--- src/rtl/divider_pkg.sv ---
// ---------------------------------------------------------------------------
// divider_pkg
//   Shared types and helpers for the sequential restoring divider.
//   - state_t : FSM encoding used by divider. FIXUP is only entered when the
//               design is built with DIVIDER_SIGNED_EN defined.
//   - DIVIDER_DEFAULT_WIDTH / DIVIDER_DEFAULT_CNT_W : default operand width
//               and the matching iteration-counter width.
//   - cntWidth() : iteration-counter width for an arbitrary operand width.
// ---------------------------------------------------------------------------
package divider_pkg;

  typedef enum logic [1:0] {
    IDLE   = 2'd0,
    DIVIDE = 2'd1,
    FIXUP  = 2'd2,
    DONE   = 2'd3
  } state_t;

  localparam int DIVIDER_DEFAULT_WIDTH = 32;
  localparam int DIVIDER_DEFAULT_CNT_W = $clog2(DIVIDER_DEFAULT_WIDTH);

  // The counter runs 0..width-1, so $clog2(width) bits are enough; the guard
  // keeps the counter at least one bit wide for degenerate widths.
  function automatic int cntWidth(input int width);
    return (width < 2) ? 1 : $clog2(width);
  endfunction

endpackage

--- src/rtl/divider_step.sv ---
// ---------------------------------------------------------------------------
// divider_step
//   One purely combinational restoring-division iteration.
//   Ports:
//     i_partRem     [WIDTH-1:0]  partial remainder before this step
//     i_dividendBit              next dividend bit to shift in (MSB first)
//     i_divisor     [WIDTH-1:0]  divisor magnitude
//     o_partRem     [WIDTH-1:0]  partial remainder after this step
//     o_quotBit                  quotient bit produced by this step
// ---------------------------------------------------------------------------
module divider_step
  import divider_pkg::*;
#(
  parameter int WIDTH = DIVIDER_DEFAULT_WIDTH
) (
  input  logic [WIDTH-1:0] i_partRem,
  input  logic             i_dividendBit,
  input  logic [WIDTH-1:0] i_divisor,
  output logic [WIDTH-1:0] o_partRem,
  output logic             o_quotBit
);

  logic [WIDTH:0]   w_shifted;
  logic [WIDTH:0]   w_diff;
  logic             w_borrow;
  logic             w_unusedDiffTop;

  // The shifted remainder is WIDTH+1 bits. The subtraction carries one extra
  // bit above that so the borrow is unambiguous even for a zero divisor,
  // where the shifted value itself can have its top bit set.
  assign w_shifted           = {i_partRem, i_dividendBit};
  assign {w_borrow, w_diff}  = {1'b0, w_shifted} - {2'b00, i_divisor};

  // Bit WIDTH of the difference can only be set when the divisor is zero;
  // in that case it falls off the top exactly like a bit shifted out of the
  // remainder, which is what makes x/0 leave remainder = x.
  assign w_unusedDiffTop     = w_diff[WIDTH];

  // No borrow: keep the difference and emit a 1. Borrow: restore the
  // shifted value and emit a 0.
  assign o_quotBit = ~w_borrow;
  assign o_partRem = w_borrow ? w_shifted[WIDTH-1:0] : w_diff[WIDTH-1:0];

endmodule

--- src/rtl/divider.sv ---
// ---------------------------------------------------------------------------
// divider
//   Sequential restoring radix-2 divider, one quotient bit per clock.
//   Build option: define DIVIDER_SIGNED_EN for two's-complement operands
//   (adds a one-cycle FIXUP state, latency WIDTH+2 instead of WIDTH+1).
//   Ports:
//     clk            system clock, rising edge
//     rst            asynchronous active-high reset
//     dividend       [WIDTH-1:0] numerator, sampled on acceptance
//     divisor        [WIDTH-1:0] denominator, sampled on acceptance
//     data_in_valid  request, accepted in IDLE or DONE
//     quotient       [WIDTH-1:0] result quotient, held until next completion
//     remainder      [WIDTH-1:0] result remainder, held until next completion
//     div_by_zero    divisor was zero, qualified by data_out_valid
//     data_out_valid single-cycle completion pulse
//     busy           division in progress
// ---------------------------------------------------------------------------
module divider
  import divider_pkg::*;
#(
  parameter int WIDTH = DIVIDER_DEFAULT_WIDTH
) (
  input  logic             clk,
  input  logic             rst,
  input  logic [WIDTH-1:0] dividend,
  input  logic [WIDTH-1:0] divisor,
  input  logic             data_in_valid,
  output logic [WIDTH-1:0] quotient,
  output logic [WIDTH-1:0] remainder,
  output logic             div_by_zero,
  output logic             data_out_valid,
  output logic             busy
);

  localparam int               CNT_W    = cntWidth(WIDTH);
  localparam logic [CNT_W-1:0] LAST_CNT = CNT_W'(WIDTH - 1);

  state_t             r_state;
  state_t             w_nextState;
  logic [CNT_W-1:0]   r_cnt;
  logic [WIDTH-1:0]   r_partRem;
  logic [WIDTH-1:0]   r_dvdShift;
  logic [WIDTH-1:0]   r_divisor;
  logic [WIDTH-1:0]   r_quotient;
  logic [WIDTH-1:0]   r_remainder;
  logic               r_divByZero;

  logic               w_busy;
  logic               w_outValid;
  logic               w_load;
  logic               w_lastStep;
  logic [WIDTH-1:0]   w_stepRem;
  logic               w_stepQbit;
  logic [WIDTH-1:0]   w_quotNext;
  logic [WIDTH-1:0]   w_loadDividend;
  logic [WIDTH-1:0]   w_loadDivisor;

`ifdef DIVIDER_SIGNED_EN
  logic               r_negQuot;
  logic               r_negRem;
  logic               w_negQuotLoad;

  // The datapath only ever sees magnitudes. The most negative value maps to
  // itself, which read as unsigned is exactly its magnitude.
  assign w_loadDividend = dividend[WIDTH-1] ? (-dividend) : dividend;
  assign w_loadDivisor  = divisor[WIDTH-1]  ? (-divisor)  : divisor;

  // A zero divisor must come out as quotient -1 whatever the dividend sign,
  // so the quotient sign correction is suppressed in that case.
  assign w_negQuotLoad  = (dividend[WIDTH-1] ^ divisor[WIDTH-1]) &&
                          (divisor != '0);
`else
  assign w_loadDividend = dividend;
  assign w_loadDivisor  = divisor;
`endif

  assign w_load     = data_in_valid && ((r_state == IDLE) || (r_state == DONE));
  assign w_lastStep = (r_cnt == LAST_CNT);
  assign w_quotNext = {r_dvdShift[WIDTH-2:0], w_stepQbit};

  divider_step #(
    .WIDTH (WIDTH)
  ) u_step (
    .i_partRem     (r_partRem),
    .i_dividendBit (r_dvdShift[WIDTH-1]),
    .i_divisor     (r_divisor),
    .o_partRem     (w_stepRem),
    .o_quotBit     (w_stepQbit)
  );

  // State register. Reset drops straight back to IDLE, which also aborts a
  // division in flight without ever reaching DONE.
  always_ff @(posedge clk or posedge rst) begin
    if (rst) begin
      r_state <= IDLE;
    end else begin
      r_state <= w_nextState;
    end
  end

  // Next-state and status decode. DONE accepts a new request exactly like
  // IDLE so back-to-back divisions lose no cycle. DONE always leaves after a
  // single cycle, so the valid pulse can never stretch.
  always_comb begin
    w_nextState = r_state;
    w_busy      = 1'b0;
    w_outValid  = 1'b0;
    case (r_state)
      IDLE: begin
        if (data_in_valid) begin
          w_nextState = DIVIDE;
        end
      end
      DIVIDE: begin
        w_busy = 1'b1;
`ifdef DIVIDER_SIGNED_EN
        if (w_lastStep) begin
          w_nextState = FIXUP;
        end
`else
        if (w_lastStep) begin
          w_nextState = DONE;
        end
`endif
      end
      FIXUP: begin
        w_busy      = 1'b1;
        w_nextState = DONE;
      end
      DONE: begin
        w_outValid  = 1'b1;
        w_nextState = data_in_valid ? DIVIDE : IDLE;
      end
      default: begin
        w_nextState = IDLE;
      end
    endcase
  end

  // Datapath. The dividend register doubles as the quotient register: every
  // step shifts one dividend bit out of the top and one quotient bit into the
  // bottom, so after WIDTH steps it holds the quotient. Result registers are
  // written on the edge that enters DONE, so they are valid alongside the
  // pulse and stay put until the next completion.
  always_ff @(posedge clk or posedge rst) begin
    if (rst) begin
      r_cnt       <= '0;
      r_partRem   <= '0;
      r_dvdShift  <= '0;
      r_divisor   <= '0;
      r_quotient  <= '0;
      r_remainder <= '0;
      r_divByZero <= 1'b0;
`ifdef DIVIDER_SIGNED_EN
      r_negQuot   <= 1'b0;
      r_negRem    <= 1'b0;
`endif
    end else begin
      if (w_load) begin
        r_cnt      <= '0;
        r_partRem  <= '0;
        r_dvdShift <= w_loadDividend;
        r_divisor  <= w_loadDivisor;
`ifdef DIVIDER_SIGNED_EN
        r_negQuot  <= w_negQuotLoad;
        r_negRem   <= dividend[WIDTH-1];
`endif
      end else if (r_state == DIVIDE) begin
        r_cnt      <= r_cnt + CNT_W'(1);
        r_partRem  <= w_stepRem;
        r_dvdShift <= w_quotNext;
`ifndef DIVIDER_SIGNED_EN
        if (w_lastStep) begin
          r_quotient  <= w_quotNext;
          r_remainder <= w_stepRem;
          r_divByZero <= (r_divisor == '0);
        end
`endif
      end
`ifdef DIVIDER_SIGNED_EN
      else if (r_state == FIXUP) begin
        r_quotient  <= r_negQuot ? (-r_dvdShift) : r_dvdShift;
        r_remainder <= r_negRem  ? (-r_partRem)  : r_partRem;
        r_divByZero <= (r_divisor == '0);
      end
`endif
    end
  end

  assign quotient       = r_quotient;
  assign remainder      = r_remainder;
  assign div_by_zero    = r_divByZero;
  assign data_out_valid = w_outValid;
  assign busy           = w_busy;

endmodule

--- config.mk ---
export PLATFORM = sky130hd
export DESIGN_NAME = divider
export DESIGN_NICKNAME = d
export VERILOG_FILES = /design/src/rtl/divider_pkg.sv /design/src/rtl/divider_step.sv /design/src/rtl/divider.sv
export SDC_FILE = /design/constraint.sdc
export NUM_CORES = 1
export LEC_CHECK = 0
export BUFFER_PORTS_ARGS = -buffer_cell sky130_fd_sc_hd__buf_2
export CAP_MARGIN = 20
export CORE_ASPECT_RATIO = 0.9
export CORE_MARGIN = 10
export CORE_UTILIZATION = 35
export CTS_CLUSTER_SIZE = 28
export DETAILED_ROUTE_END_ITERATION = 8
export PLACE_DENSITY = 0.6
export SYNTH_ARGS = -nofsm -noshare
export SYNTH_HDL_FRONTEND = slang
export SYNTH_SLANG_ARGS = --single-unit
--- constraint.sdc ---
create_clock -name clk -period 18 [get_ports clk]
set_input_delay 3.6 -clock clk [delete_from_list [all_inputs] [get_ports clk]]
set_output_delay 3.6 -clock clk [all_outputs]
set_load 0.01 [all_outputs]
==> results.md <==
- FILL cells: 2,653
- Area growth syn-to-layout: 15.75%
- Post-synthesis mux area share: 5.805%
- Compound-gate portion of the synthesized area: 18.93%
- CTS resizes: 0
- Clock latency reported for the late side of the worst-skew pair: 0.44 ns
- Final worst path period share: 29.00%
- EDFF count, synth: 0
- Gr ovfl total: 0
- Num rows: 56
- Yosys cell types: 79
- Crit path required time: 18.34 ns
- Die area: 33,050 sq um
- N_diodes: 0
- Cell area power density: 212.9 nW/um^2
- Root buffer cell: clkbuf_16
- Fin nets: 1,211
- Critical path class: input pin to register
- Top FF cell, synth: dfrtp_1
- Finish-stage setup viols: 0
- DR iter-0 viols: 449
- Layout cell share with drive strength beyond 1: 17.98%
- Largest delay share family, worst path: simple AND/OR/NAND/NOR gates
- Register area: 4204 sq um
- Core area: 25,920 sq um
- Maximum clock path buffer count: 2
- Final Hold Viols: 0
- Gp weighted congestion: 0.8347
- Post-synthesis adder-cell area fraction: 5.409%
- Worst-Margin Slew: 1.031 ns
- Drt pass-1 iters: 5
- IO Pins: 134
- Setup tns final: 0 ns
- Slew HR: 31.03%
- Clk_skew: 0.01183 ns
- CTS Buf Count: 17
- Worst-path clk slew: 0.07 ns
- Post-CTS setup buffers: 0
- Via count: 7,376
- H-tree level count: 4
- First-pass GRT wire length: 39,030 um
- GRT Total Usage: 14.63%
- Largest family of logic cells by synthesized area: compound AO/OA/AOI/OAI gates
- DIE HEIGHT: 173.5 um
- CP cell instances: buf_2, nand2b_1, buf_4, and3_2, nand2_1, o211ai_1
- IO buf count: 133
- Starting Density: 35.33%
- Largest area contributor in the netlist: dfrtp_1
- Initial antenna violation count: 0
- Post-synthesis register bit count: 168
- Vias in the first global route: 7,355
- Startpoint types: input pin
- Largest net degree at the start of global routing: 95
- Cells after synthesis: 1,003
- Leakage dissipation: 5.200 nW
- Post-synth top area share: 45.90%
- Fin. max-slew vios: 0
- Fmax: 0.1916 GHz
- Crit-path max cell delay: 0.86 ns
- WL per Instance: 16.59 um
- Peak supply drop: 0.07765 mV
- Critical Path Slowest Stage Cell: and3_2
- Post-CTS Hold Buffers: 0
- Synth top area cells: dfrtp_1 46%, nand2_1 9.2%, o21ai_0 6.5%
- Mapped Area: 9160 sq um
- Arrival time at the worst endpoint: 5.56 ns
- Number of remaining DRC errors: 0
- Syn. warnings: 0
- HPWL Detailed: 17,330 um
- Vias/cell: 5.031
- Clock sink count: 168
- Max Cap Viol: 0
- Avg Cell Area, Syn: 9.133 sq um
- Post-Synth Simple-Gate Area: 15.82%
- Async set-reset flop share out of synthesis: 100.0%
- Post-synthesis xor/xnor area fraction: 2.390%
- Worst setup margin: 12.78 ns
- Worst Setup End Kind: register
- Crit Path Max Fanout: 44
- Area of the multi-input gates: 4463 sq um
- Antenna Nets Post-Route: 0
- Post-Syn Nets: 1,109
- Placement Setup Slack: 12.34 ns
- Routed Wire Length: 24,330 um
- CTS tree: yes
- Crit path buf inv count: 2
- RSZ-0062 raised after global routing: false
- Outcome: finished clean
- Tightest Hold Check Type: register to register
- Min cycle time layout: 5.220 ns
- Seq/Total Area, Yosys: 45.90%
- Die width: 190.5 um
-- flip-flops by register name (all words and copies together), names as in the netlist --
signal and cells:
r_divisor 32, remainder 32, quotient 32, r_cnt 5, r_state 2, r_dvdShift 32
r_partRem 32, div_by_zero 1
-- per-stage QoR --
stage	power [mW]	instances	cell area [sq um]	hold slack, ns	util (%)
3_5_place_dp	1.896	1433	10010	0.4571	38.61
4_1_cts	2.269	1465	10580	0.4750	40.82
2_1_floorplan	1.620	1003	9160	0.4572	-
5_1_grt	2.458	1466	10600	0.4899	40.90
3_3_place_gp	1.879	1433	10010	0.4551	38.61
6_report	2.258	1466	10600	0.4668	40.90
-- where the power goes --
part,internal [mW],switching (mW),total [mW]
Combinational,0.500,0.793,1.29
Sequential,0.508,0.0920,0.600
Clock,0.185,0.179,0.364
-- placed cells by master, fill, tap and decap left out, types with 5 or more instances in the layout --
cell and instances:
a21o_1 7, a21oi_1 48, a31oi_1 16, and3_1 8, buf_2 133, buf_4 5, clkbuf_16 17, dfrtp_1 168
ha_1 37, inv_1 51, inv_6 6, inv_8 5, mux2i_1 52, nand2_1 224, nand3_1 11, nand4_1 11
nor2_1 30, nor3_1 6, nor4_1 8, o21ai_0 119, o21ai_1 23, o22ai_1 7, xnor2_1 17, xor2_1 8
-- layout make-up --
| class | instances | share of cell area, % |
|---|---|---|
| clock buffers | 17 | 4.012 |
| clock inverters | 15 | 1.392 |
| inverters | 53 | 1.924 |
| multi-input cells | 726 | 42.09 |
| flip-flops and latches | 168 | 39.65 |
| well taps | 348 | 4.107 |
| repair buffers | 139 | 6.821 |
-- tightest hold or removal path: stages (launching register included) --
cell     delay [ns]
dfrtp_1        0.34
nand2_1        0.05
nand2_1        0.05
-- metal layers --
metal / routed length, um / track usage (%)
met5: 0 / 0
met4: 319 / 3.803
met3: 1359 / 3.902
met2: 10720 / 22.50
met1: 11930 / 19.82
-- path summary, 6_finish.rpt --
| kind | from | to | slack [ns] | depth (start not counted) |
|---|---|---|---|---|
| max in group asynchronous | rst | r_partRem[4]$_DFFE_PP0P_ | 13.15 | 3 |
| hold reg to reg | quotient[26]$_DFFE_PP0P_ | quotient[26]$_DFFE_PP0P_ | 0.47 | 2 |
| setup / recovery | data_in_valid | remainder[28]$_DFFE_PP0P_ | 12.78 | 6 |
| min in group asynchronous | rst | quotient[2]$_DFFE_PP0P_ | 3.30 | 2 |
| hold / removal | quotient[26]$_DFFE_PP0P_ | quotient[26]$_DFFE_PP0P_ | 0.47 | 2 |
| setup reg to reg | r_partRem[0]$_DFFE_PP0P_ | remainder[15]$_DFFE_PP0P_ | 14.23 | 10 |
-- logic make-up after synthesis --
logic type      after synthesis
fa+ha+maj                    39
mux                          53
buf+inv                     109
xor+xnor                     25
compound gates              278
simple gates                331
flops                       168
-- Yosys cell counts, types with 9 or more instances --
master      n
nand2_1   224
o21ai_0   119
nand3_1    12
mux2i_1    52
nand4_1    11
nor2_1     30
inv_1      52
dfrtp_1   168
a21oi_1    48
ha_1       38
xnor2_1    17
clkbuf_1   33
and3_1      9
o21ai_1    23
a31oi_1    16
No activity file was read; power rests on OpenSTA's default activity.
